**src/rtl/serial_add_pkg.sv**
```systemverilog
// Shared types and width helpers for the bit-serial adder sequencer.
package serial_add_pkg;

  typedef enum logic [1:0] {
    IDLE = 2'd0,
    RUN  = 2'd1,
    DONE = 2'd2
  } serial_add_state_e;

  // Width of the bit counter that indexes 0..width-1.
  function automatic int unsigned cnt_w(input int unsigned width);
    return (width > 1) ? $clog2(width) : 1;
  endfunction

  // Width of a requester index, never below one bit.
  function automatic int unsigned id_w(input int unsigned n_req);
    return (n_req > 1) ? $clog2(n_req) : 1;
  endfunction

endpackage

```
**src/rtl/serial_add_sequencer_if.sv**
```systemverilog
// Request and result channels between parallel-operand clients and the sequencer.
interface serial_add_sequencer_if
  #(parameter int unsigned WIDTH = 8,
    parameter int unsigned N_REQ = 2,
    parameter int unsigned ID_W  = serial_add_pkg::id_w(N_REQ));

  logic [N_REQ-1:0]       req_vld;
  logic [N_REQ*WIDTH-1:0] req_a;
  logic [N_REQ*WIDTH-1:0] req_b;
  logic [N_REQ-1:0]       req_rdy;
  logic                   res_vld;
  logic                   res_rdy;
  logic [WIDTH-1:0]       res_sum;
  logic                   res_carry;
  logic [ID_W-1:0]        res_id;

  modport master (
    output req_vld, req_a, req_b, res_rdy,
    input  req_rdy, res_vld, res_sum, res_carry, res_id
  );

  modport slave (
    input  req_vld, req_a, req_b, res_rdy,
    output req_rdy, res_vld, res_sum, res_carry, res_id
  );

endinterface

```
**src/rtl/serial_add_core.sv**
```systemverilog
// One-bit full adder with a registered carry; carry clears on the last bit of an operand.
module serial_add_core (
  input  logic clk,
  input  logic rst,
  input  logic vld,
  input  logic a,
  input  logic b,
  input  logic last,
  output logic sum,
  output logic carry_out
);

  logic carry_q;
  logic carry_d;

  assign sum       = a ^ b ^ carry_q;
  assign carry_out = (a & b) | (carry_q & (a ^ b));

  // Idle cycles hold the carry; the final bit leaves it clear for the next operand.
  always_comb begin
    carry_d = carry_q;
    if (vld) begin
      carry_d = last ? 1'b0 : carry_out;
    end
  end

  always_ff @(posedge clk or posedge rst) begin
    if (rst) carry_q <= 1'b0;
    else     carry_q <= carry_d;
  end

endmodule

```
**src/rtl/serial_add_sequencer.sv**
```systemverilog
// Round-robin sharing of one bit-serial adder between N_REQ parallel-operand requesters.
module serial_add_sequencer
  import serial_add_pkg::*;
#(
  parameter int unsigned WIDTH = 8,
  parameter int unsigned N_REQ = 2,
  parameter int unsigned ID_W  = id_w(N_REQ)
) (
  input logic                   clk,
  input logic                   rst,
  serial_add_sequencer_if.slave bus
);

  localparam int unsigned CNT_W = cnt_w(WIDTH);

  serial_add_state_e state_q, state_d;
  logic [ID_W-1:0]   ptr_q, ptr_d;
  logic [WIDTH-1:0]  a_q, a_d;
  logic [WIDTH-1:0]  b_q, b_d;
  logic [WIDTH-1:0]  sum_q, sum_d;
  logic [CNT_W-1:0]  cnt_q, cnt_d;
  logic [ID_W-1:0]   res_id_q, res_id_d;
  logic              res_carry_q, res_carry_d;
  logic              res_vld_q, res_vld_d;

  logic              found_c;
  logic [ID_W-1:0]   gnt_c;
  logic [WIDTH-1:0]  sel_a_c;
  logic [WIDTH-1:0]  sel_b_c;
  logic [N_REQ-1:0]  req_rdy_c;
  logic              core_vld_c;
  logic              core_last_c;
  logic              core_sum;
  logic              core_cout;

  // Round-robin pick: lowest valid index at or above ptr, else lowest valid below it.
  always_comb begin
    found_c = 1'b0;
    gnt_c   = '0;
    for (int i = 0; i < N_REQ; i++) begin
      if (!found_c && bus.req_vld[i] && (ID_W'(i) >= ptr_q)) begin
        found_c = 1'b1;
        gnt_c   = ID_W'(i);
      end
    end
    for (int i = 0; i < N_REQ; i++) begin
      if (!found_c && bus.req_vld[i]) begin
        found_c = 1'b1;
        gnt_c   = ID_W'(i);
      end
    end
    sel_a_c = '0;
    sel_b_c = '0;
    for (int i = 0; i < N_REQ; i++) begin
      if (ID_W'(i) == gnt_c) begin
        sel_a_c = bus.req_a[i*WIDTH +: WIDTH];
        sel_b_c = bus.req_b[i*WIDTH +: WIDTH];
      end
    end
  end

  serial_add_core u_core (
    .clk       (clk),
    .rst       (rst),
    .vld       (core_vld_c),
    .a         (a_q[0]),
    .b         (b_q[0]),
    .last      (core_last_c),
    .sum       (core_sum),
    .carry_out (core_cout)
  );

  always_comb begin
    state_d     = state_q;
    ptr_d       = ptr_q;
    a_d         = a_q;
    b_d         = b_q;
    sum_d       = sum_q;
    cnt_d       = cnt_q;
    res_id_d    = res_id_q;
    res_carry_d = res_carry_q;
    res_vld_d   = res_vld_q;
    req_rdy_c   = '0;
    core_vld_c  = 1'b0;
    core_last_c = 1'b0;

    unique case (state_q)
      IDLE: begin
        // Ready is suppressed during reset so no requester sees a phantom accept.
        if (found_c && !rst) begin
          for (int i = 0; i < N_REQ; i++) begin
            req_rdy_c[i] = (ID_W'(i) == gnt_c);
          end
          a_d      = sel_a_c;
          b_d      = sel_b_c;
          res_id_d = gnt_c;
          ptr_d    = (gnt_c == ID_W'(N_REQ - 1)) ? '0 : gnt_c + ID_W'(1);
          cnt_d    = '0;
          state_d  = RUN;
        end
      end

      RUN: begin
        core_vld_c  = 1'b1;
        core_last_c = (cnt_q == CNT_W'(WIDTH - 1));
        a_d         = a_q >> 1;
        b_d         = b_q >> 1;
        sum_d       = {core_sum, sum_q[WIDTH-1:1]};
        cnt_d       = cnt_q + CNT_W'(1);
        if (core_last_c) begin
          res_carry_d = core_cout;
          res_vld_d   = 1'b1;
          state_d     = DONE;
        end
      end

      DONE: begin
        if (res_vld_q && bus.res_rdy) begin
          res_vld_d = 1'b0;
          state_d   = IDLE;
        end
      end

      default: state_d = IDLE;
    endcase
  end

  always_ff @(posedge clk or posedge rst) begin
    if (rst) begin
      state_q     <= IDLE;
      ptr_q       <= '0;
      a_q         <= '0;
      b_q         <= '0;
      sum_q       <= '0;
      cnt_q       <= '0;
      res_id_q    <= '0;
      res_carry_q <= 1'b0;
      res_vld_q   <= 1'b0;
    end else begin
      state_q     <= state_d;
      ptr_q       <= ptr_d;
      a_q         <= a_d;
      b_q         <= b_d;
      sum_q       <= sum_d;
      cnt_q       <= cnt_d;
      res_id_q    <= res_id_d;
      res_carry_q <= res_carry_d;
      res_vld_q   <= res_vld_d;
    end
  end

  assign bus.req_rdy   = req_rdy_c;
  assign bus.res_vld   = res_vld_q;
  assign bus.res_sum   = sum_q;
  assign bus.res_carry = res_carry_q;
  assign bus.res_id    = res_id_q;

endmodule

```
**src/flat_wrapper.sv**
```systemverilog
// flat-port wrapper written by rule: the top's interface ports become plain ports
module serial_add_sequencer_flat import serial_add_pkg::*;
#(
  parameter int unsigned WIDTH = 8,
  parameter int unsigned N_REQ = 2,
  parameter int unsigned ID_W  = id_w(N_REQ)
)
  (clk, rst, bus_req_vld, bus_req_a, bus_req_b, bus_res_rdy, bus_req_rdy, bus_res_vld, bus_res_sum, bus_res_carry, bus_res_id);
  serial_add_sequencer_if #(.WIDTH(WIDTH), .N_REQ(N_REQ), .ID_W(ID_W)) bus_i ();
  input logic clk;
  input logic rst;
  input wire logic [$bits(bus_i.req_vld)-1:0] bus_req_vld;
  input wire logic [$bits(bus_i.req_a)-1:0] bus_req_a;
  input wire logic [$bits(bus_i.req_b)-1:0] bus_req_b;
  input wire logic [$bits(bus_i.res_rdy)-1:0] bus_res_rdy;
  output wire logic [$bits(bus_i.req_rdy)-1:0] bus_req_rdy;
  output wire logic [$bits(bus_i.res_vld)-1:0] bus_res_vld;
  output wire logic [$bits(bus_i.res_sum)-1:0] bus_res_sum;
  output wire logic [$bits(bus_i.res_carry)-1:0] bus_res_carry;
  output wire logic [$bits(bus_i.res_id)-1:0] bus_res_id;
  assign bus_i.req_vld = bus_req_vld;
  assign bus_i.req_a = bus_req_a;
  assign bus_i.req_b = bus_req_b;
  assign bus_i.res_rdy = bus_res_rdy;
  assign bus_req_rdy = bus_i.req_rdy;
  assign bus_res_vld = bus_i.res_vld;
  assign bus_res_sum = bus_i.res_sum;
  assign bus_res_carry = bus_i.res_carry;
  assign bus_res_id = bus_i.res_id;
  serial_add_sequencer #(.WIDTH(WIDTH), .N_REQ(N_REQ), .ID_W(ID_W)) u_core (.clk(clk), .rst(rst), .bus(bus_i));
endmodule
```
**config.mk**
```make
export PLATFORM = sky130hd
export DESIGN_NAME = serial_add_sequencer_flat
export DESIGN_NICKNAME = d
export VERILOG_FILES = /design/src/rtl/serial_add_pkg.sv /design/src/rtl/serial_add_sequencer_if.sv /design/src/rtl/serial_add_core.sv /design/src/rtl/serial_add_sequencer.sv /design/src/flat_wrapper.sv
export SDC_FILE = /design/constraint.sdc
export NUM_CORES = 1
export LEC_CHECK = 0
export ABC_AREA = 1
export CORE_MARGIN = 8
export CORE_UTILIZATION = 51
export CTS_BUF_LIST = sky130_fd_sc_hd__clkbuf_4 sky130_fd_sc_hd__clkbuf_8 sky130_fd_sc_hd__clkbuf_16
export DETAILED_ROUTE_END_ITERATION = 6
export PLACE_DENSITY_LB_ADDON = 0.05
export RECOVER_POWER = 50
export SYNTH_ARGS = -nofsm -noshare
export SYNTH_HDL_FRONTEND = slang
export SYNTH_SLANG_ARGS = --single-unit
```
**constraint.sdc**
```tcl
create_clock -name clk -period 3.09 [get_ports clk]
set_clock_uncertainty 0.05 [all_clocks]
set_input_delay 0.618 -clock clk [delete_from_list [all_inputs] [get_ports clk]]
set_output_delay 0.618 -clock clk [all_outputs]
set_load 0.1 [all_outputs]
```
==> summary.md, run 1 <==
| Metric | Value |
|---|---|
| Number of setup violations in the final report | `0` |
| Pwr dens | `994 nW/um^2` |
| Top-Level Pins | `50` |
| Synthesized area | `1780 um^2` |
| Buf/Inv on CP | `3` |
| H-tree lvl count | `2` |
| Pleak | `1.21 nW` |
| Final net count | `between 300 and 400` |
| Status | `completed` |
| Total track usage | `between 10% and 20%` |
| Vias post-DR | `about 1,600` |
| Final period util | `a little over four fifths` |
| Crit-path cells | `dlygate4sd3_1 -> inv_1 -> nand3_1 -> a21oi_4 -> buf_12` |
| Bufs on Longest Clock Path | `2` |
| CP max-delay cell | `dlygate4sd3_1` |
| First-pass detailed-route iteration total | `4` |
| Comb pwr share | `53.9%` |
| Sw Share | `50.1%` |
| CTS tree | `done` |
| Internal power | `1.18 mW` |
| Clock period minus worst slack | `2.57 ns` |
| Syn_nets | `265` |
| Delay of the slowest critical-path stage | `0.54 ns` |
| Peak supply drop | `0.000774 V` |
| Mapped Cells | `225` |
| Req. time, crit path | `2.42 ns` |
| Synth warn | `0` |
| Initial Util | `a little over half` |
| Die X | `75.0 um` |
| Register share of total power | `about a third` |
| # fillers | `291` |
| Post-CTS sizing | `0` |
| PortBufs | `between 40 and 50` |
| Routed Antenna Nets | `0` |
| Cell taking the most area after synthesis | `dfrtp_1` |
| Clock transition at the registers of the reported paths | `0.10 ns` |
| Sink Count | `34` |
| CP max FO | `4` |
| Routed WL per cell | `~13 um` |
| Share of cells above drive strength 1 | `13.0%` |
| Slew HR | `a little under a fifth` |
| Post-synth cell types | `20` |
| Root Driver | `clkbuf_4` |
| Hold_buf cts | `0` |
| N_diodes | `0` |
| Total CTS buffers | `5` |
| Arr. time, crit path | `1.91 ns` |
| Most frequent cells after synthesis | `nand2_1 (73), nand3_1 (49), dfrtp_1 (34), inv_1 (20), nand3b_1 (14)` |
| Worst slew pin tran | `roughly 1.2 ns` |
| Pin count of the biggest net entering global routing | `36` |
| Vias in the first global route | `1,659` |
| Final Instance Area | `around 2400 um^2` |
| HPWL after detailed placement | `roughly 2900 um` |
| Critical path capture point type | `output port` |
| FFs w/ async S/R, synth | `100%` |
| Post-CTS Setup Bufs | `0` |
| Full die area | `5630 um^2` |
| Overflow after GRT | `0` |
| Syn avg cell area | `7.90 um^2` |
| Clock Latency Late Sink | `~0.33 ns` |
| Critical path type | `primary input to output port` |
| Critical Path Start Type | `primary input` |
| Initial antenna violation count | `0` |
| DR iter-0 viols | `112` |
| CP top delay family | `buffers and inverters` |
| Final Slew Violations | `0` |
| Final hold violation count | `0` |
| Yosys reg bits | `34` |
| Vias per inst | `5.07` |
| Max cap viols | `0` |
| Clock power frac | `~14%` |
| Post-Route WL | `roughly 4200 um` |
| Switching power | `1.19 mW` |
| Hold Path Class | `register to register` |
| Storage cell area | `851 um^2` |
| DRC viols | `0` |
| Register area share after synthesis | `47.9%` |
| Most common cell in the netlist | `nand2_1` |
| RSZ-0062 raised after global routing | `no` |
| Row cnt | `21` |
| Highest clock rate | `389 MHz` |
| Placed inst area | `2310 um^2` |
| Die height | `75.0 um` |
| Setup WS post-layout | `0.516 ns` |
| GPL Wtd Cong | `roughly 0.80` |
| Synth-to-Final Area Change | `34.2%` |
| First-pass GRT wire length | `7270 um` |
| Number of synthesized flops with an enable pin | `0` |
| Area of the multi-input gates | `787 um^2` |
| Post-place setup slack | `approximately 0.54 ns` |
| Core footprint | `about 3300 um^2` |
| Largest cells by area after synthesis | `dfrtp_1 (48%), nand2_1 (15%), nand3_1 (14%), nand3b_1 (5.9%), inv_1 (4.2%)` |
| Top_reg_cell synth | `dfrtp_1` |
| Post-synth top area share | `between 40% and 50%` |
| Total Neg Setup Slack | `0 ns` |
==> cells by family (layout without fill, tap and decap cells) <==
kind of cell	count (synthesis)	count (layout)	share of synthesized area, %
buffers and inverters	35	86	8.73
DFF	34	34	47.9
and+or+nand+nor	145	145	38.6
adders and majority gates	3	3	2.54
AOI/OAI and AO/OA	8	8	2.25
==> power groups by stage <==
stage	Combinational, mW	Sequential, mW	Clock, mW
final	1.28	0.758	0.334
after global routing	1.40	0.781	0.358
after CTS	1.30	0.757	0.339
after detailed placement	1.29	0.764	0
after global placement	1.28	0.761	0
after floorplan	0.583	1.17	0
==> final cells by class <==
cell class,count,share of cell area [%]
clock buffer,7,2.20
clock inverter,1,1.26
inverter,24,3.78
multi-input combinational,156,33.0
sequential,34,35.7
tap,46,2.41
timing repair buffer,54,21.7
==> flip-flops by register name, summed over array words and instances, names as in the netlist <==
name,count
u_core.bus.res_carry,1
u_core.u_core.carry_q,1
u_core.bus.res_vld,1
u_core.bus.res_sum,8
u_core.bus.res_id,1
u_core.b_q,8
u_core.a_q,8
u_core.ptr_q,1
u_core.state_q,2
u_core.cnt_q,3
==> placed cells by master, fill, tap and decap left out <==
cell | Yosys | routed
buf_4 | 2 | 15
dlygate4sd3_1 | 0 | 1
o21ai_0 | 2 | 2
nand2_2 | 3 | 3
nand3b_1 | 14 | 14
clkbuf_4 | 0 | 7
o21ai_1 | 3 | 3
nor2_4 | 2 | 3
or2_1 | 1 | 1
a21oi_4 | 0 | 1
inv_1 | 20 | 20
nor2_1 | 2 | 2
clkbuf_1 | 1 | 1
ha_1 | 2 | 2
fa_1 | 1 | 1
bufinv_16 | 0 | 1
dfrtp_1 | 34 | 34
nand2_1 | 73 | 73
inv_2 | 4 | 4
nand3_1 | 49 | 49
a21oi_1 | 3 | 2
clkdlybuf4s50_1 | 0 | 35
buf_12 | 0 | 2
==> path summary, 6_finish.rpt <==
kind / start / endpoint / slack [ns] / depth (start not counted)
max: rst / bus_req_rdy[0] / 0.52 / 5
min: u_core.cnt_q[0] / u_core.cnt_q[0] / 0.43 / 1
max reg2reg: u_core.state_q[1] / u_core.u_core.carry_q / 0.55 / 5
min reg2reg: u_core.cnt_q[0] / u_core.cnt_q[0] / 0.43 / 1
max in group asynchronous: rst / u_core.b_q[4] / 1.86 / 3
min in group asynchronous: rst / u_core.cnt_q[2] / 0.81 / 3
==> metal layers <==
layer | up-vias | share of wire (%) | routed length (um) | GRT usage [%]
li1 | 819 | - | - | -
met1 | 758 | 47 | 1960 | 20.6
met2 | 52 | 45 | 1890 | 27.0
met3 | 5 | 7.0 | 291 | 6.13
met4 | 0 | 0.74 | 31 | 3.91
met5 | - | 0 | 0 | 0
==> per-stage QoR <==
stage               hold WS, ns  util, %  instances  power, mW
global route              0.464     71.5        322       2.54
global placement          0.410     69.1        314       2.04
CTS                       0.439     71.6        322       2.39
floorplan                 0.396        -        225       1.75
finish                    0.433     71.5        322       2.37
detailed placement        0.417     69.1        314       2.05
Power figures use the tool's default switching activity.
==> run 2: changes to the inputs <==
CORE_UTILIZATION = 43   (was 51)
clock period = 2.3 ns   (was 3.09 ns; I/O delays follow)
==> summary.md, run 2 (same netlist as run 1, synthesis figures left out) <==
| Metric | Value |
|---|---|
| Pwr dens | `1330 nW/um^2 (+34%)` |
| CP max FO | `5 (+1)` |
| RSZ-0062 raised after global routing | `no` |
| Routed Antenna Nets | `0 (unchanged)` |
| Die X | `80.3 um (+7.0%)` |
| Overflow after GRT | `0 (unchanged)` |
| Critical path capture point type | `output port` |
| Vias in the first global route | `1,662 (+0.18%)` |
| Req. time, crit path | `1.79 ns (-0.63 ns)` |
| Reg2reg end | `u_core.a_q[7]` |
| Commonest non-fill, non-tap cell in the layout | `nand2_1` |
| R2R Path Start | `u_core.state_q[0]` |
| PortBufs | `49 (unchanged)` |
| Top-Level Pins | `50 (unchanged)` |
| Clock period minus worst slack | `2.18 ns` |
| Total Neg Setup Slack | `0 ns (unchanged)` |
| Number of setup violations in the final report | `0 (unchanged)` |
| Pleak | `1.23 nW (+2.0%)` |
| Final net count | `320 (+1.6%)` |
| Post-CTS Setup Bufs | `0 (unchanged)` |
| R2R depth | `7 (+2)` |
| Placed inst area | `2360 um^2 (+2.6%)` |
| Setup WS post-layout | `0.124 ns (-0.392 ns)` |
| Post-Route WL | `4400 um (+5.4%)` |
| DRC viols | `0 (unchanged)` |
| Vias per inst | `4.90 (-3.4%)` |
| Arr. time, crit path | `1.67 ns (-0.24 ns)` |
| N_diodes | `0 (unchanged)` |
| Share of cells above drive strength 1 | `14.6% (+1.5 points)` |
| Final period util | `94.6%` |
| Final Instance Area | `2450 um^2 (+2.6%)` |
| Core footprint | `4000 um^2 (+20%)` |
| Die height | `80.3 um (+7.0%)` |
| Root Driver | `clkbuf_8` |
| Initial antenna violation count | `0 (unchanged)` |
| Status | `completed` |
| Sink Count | `34 (unchanged)` |
| CP endpoint | `bus_req_rdy[0]` |
| Utilization after layout | `61.2% (-10 points)` |
| First-pass GRT wire length | `7830 um (+7.8%)` |
| Routed WL per cell | `13.3 um (+2.5%)` |
| Total CTS buffers | `5 (unchanged)` |
| Vias post-DR | `1,623 (-0.67%)` |
| Total track usage | `15.2% (-1.5 points)` |
| Slew HR | `44.6% (+26 points)` |
| Tightest hold margin | `0.429 ns (-0.00399 ns)` |
| Final hold violation count | `0 (unchanged)` |
| Full die area | `6440 um^2 (+14%)` |
| Row cnt | `23 (+9.5%)` |
| H-tree lvl count | `2 (unchanged)` |
| Peak supply drop | `0.000940 V (+21%)` |
| CTS tree | `done` |
| Pin count of the biggest net entering global routing | `35 (-2.8%)` |
| Bufs on Longest Clock Path | `2 (unchanged)` |
| # fillers | `382 (+31%)` |
| Critical Path Start Type | `primary input` |
| Hold_buf cts | `0 (unchanged)` |
| Setup crit start | `bus_req_vld[0]` |
| Critical path type | `primary input to output port` |
| Highest clock rate | `460 MHz` |
| Final Slew Violations | `0 (unchanged)` |
| Hold path depth | `2 (+1)` |
| Synth-to-Final Area Change | `37.7%` |
| Max cap viols | `0 (unchanged)` |
| Post-CTS sizing | `0 (unchanged)` |
| HPWL after detailed placement | `3180 um (+7.8%)` |
| Reg2reg setup slack | `0.62 ns (+0.07 ns)` |
| Clock transition at the registers of the reported paths | `0.07 ns (-0.03 ns)` |
| DR iter-0 viols | `104 (-7.1%)` |
| Initial Util | `44.4% (-8.8 points)` |
| Hold Path Class | `register to register` |
| Clock Latency Late Sink | `0.29 ns (-0.04 ns)` |
| First-pass detailed-route iteration total | `5 (+1)` |
| GPL Wtd Cong | `0.770 (-3.9%)` |
| Post-place setup slack | `0.130 ns (-0.408 ns)` |
| Worst slew pin tran | `0.831 ns (-0.383 ns)` |
| Most frequent cells in the layout | `nand2_1 (73), nand3_1 (49), clkdlybuf4s50_1 (36)` |
## run 2: worst max-delay path, cell delays in order
cell and delay (ns):
clkdlybuf4s50_1 0.50, inv_1 0.06, nand2_2 0.06, nand3_1 0.07
buf_4 0.17, a21oi_4 0.15, buf_12 0.19
## run 2: area by class of cell
cell class              instances  area, um^2  share of cell area (%)
flip-flops and latches         34         851                    34.8
multi-input cells             156         779                    31.9
repair buffers                 59         568                    23.2
inverters                      24        91.3                    3.73
clock buffers                   6        82.6                    3.37
well taps                      50        62.6                    2.56
clock inverters                 2        12.5                   0.511
## run 2: layer usage
| layer | GRT usage (%) | part of all wire, % | vias up |
|---|---|---|---|
| met2 | 22.6 | 45 | 46 |
| met4 | 4.18 | 0.75 | 0 |
| li1 | - | - | 829 |
| met3 | 5.13 | 5.7 | 5 |
| met1 | 20.4 | 49 | 743 |
| met5 | 0 | 0 | - |
## run 2: worst min-delay path by stage
stage | from | end | slack, ns
floorplan | rst | u_core.a_q[0] | 0.36
global placement | u_core.bus.res_sum[0] | u_core.bus.res_sum[0] | 0.41
detailed placement | u_core.bus.res_sum[0] | u_core.bus.res_sum[0] | 0.42
CTS | u_core.cnt_q[1] | u_core.cnt_q[1] | 0.43
global route | u_core.b_q[2] | u_core.b_q[1] | 0.46
finish | u_core.cnt_q[1] | u_core.cnt_q[1] | 0.43
## run 2: power breakdown
group	switching [mW]	total, mW	internal [mW]	leakage [nW]
Clock	0.225	0.466	0.241	0.0472
Combinational	1.25	1.77	0.513	0.757
Sequential	0.157	1.02	0.863	0.427
## run 2: per-stage QoR
stage | cells | power [mW]
4_1_cts | 331 | 3.29
3_3_place_gp | 323 | 2.81
5_1_grt | 331 | 3.50
3_5_place_dp | 323 | 2.82
6_report | 331 | 3.25
2_1_floorplan | 225 | 2.35
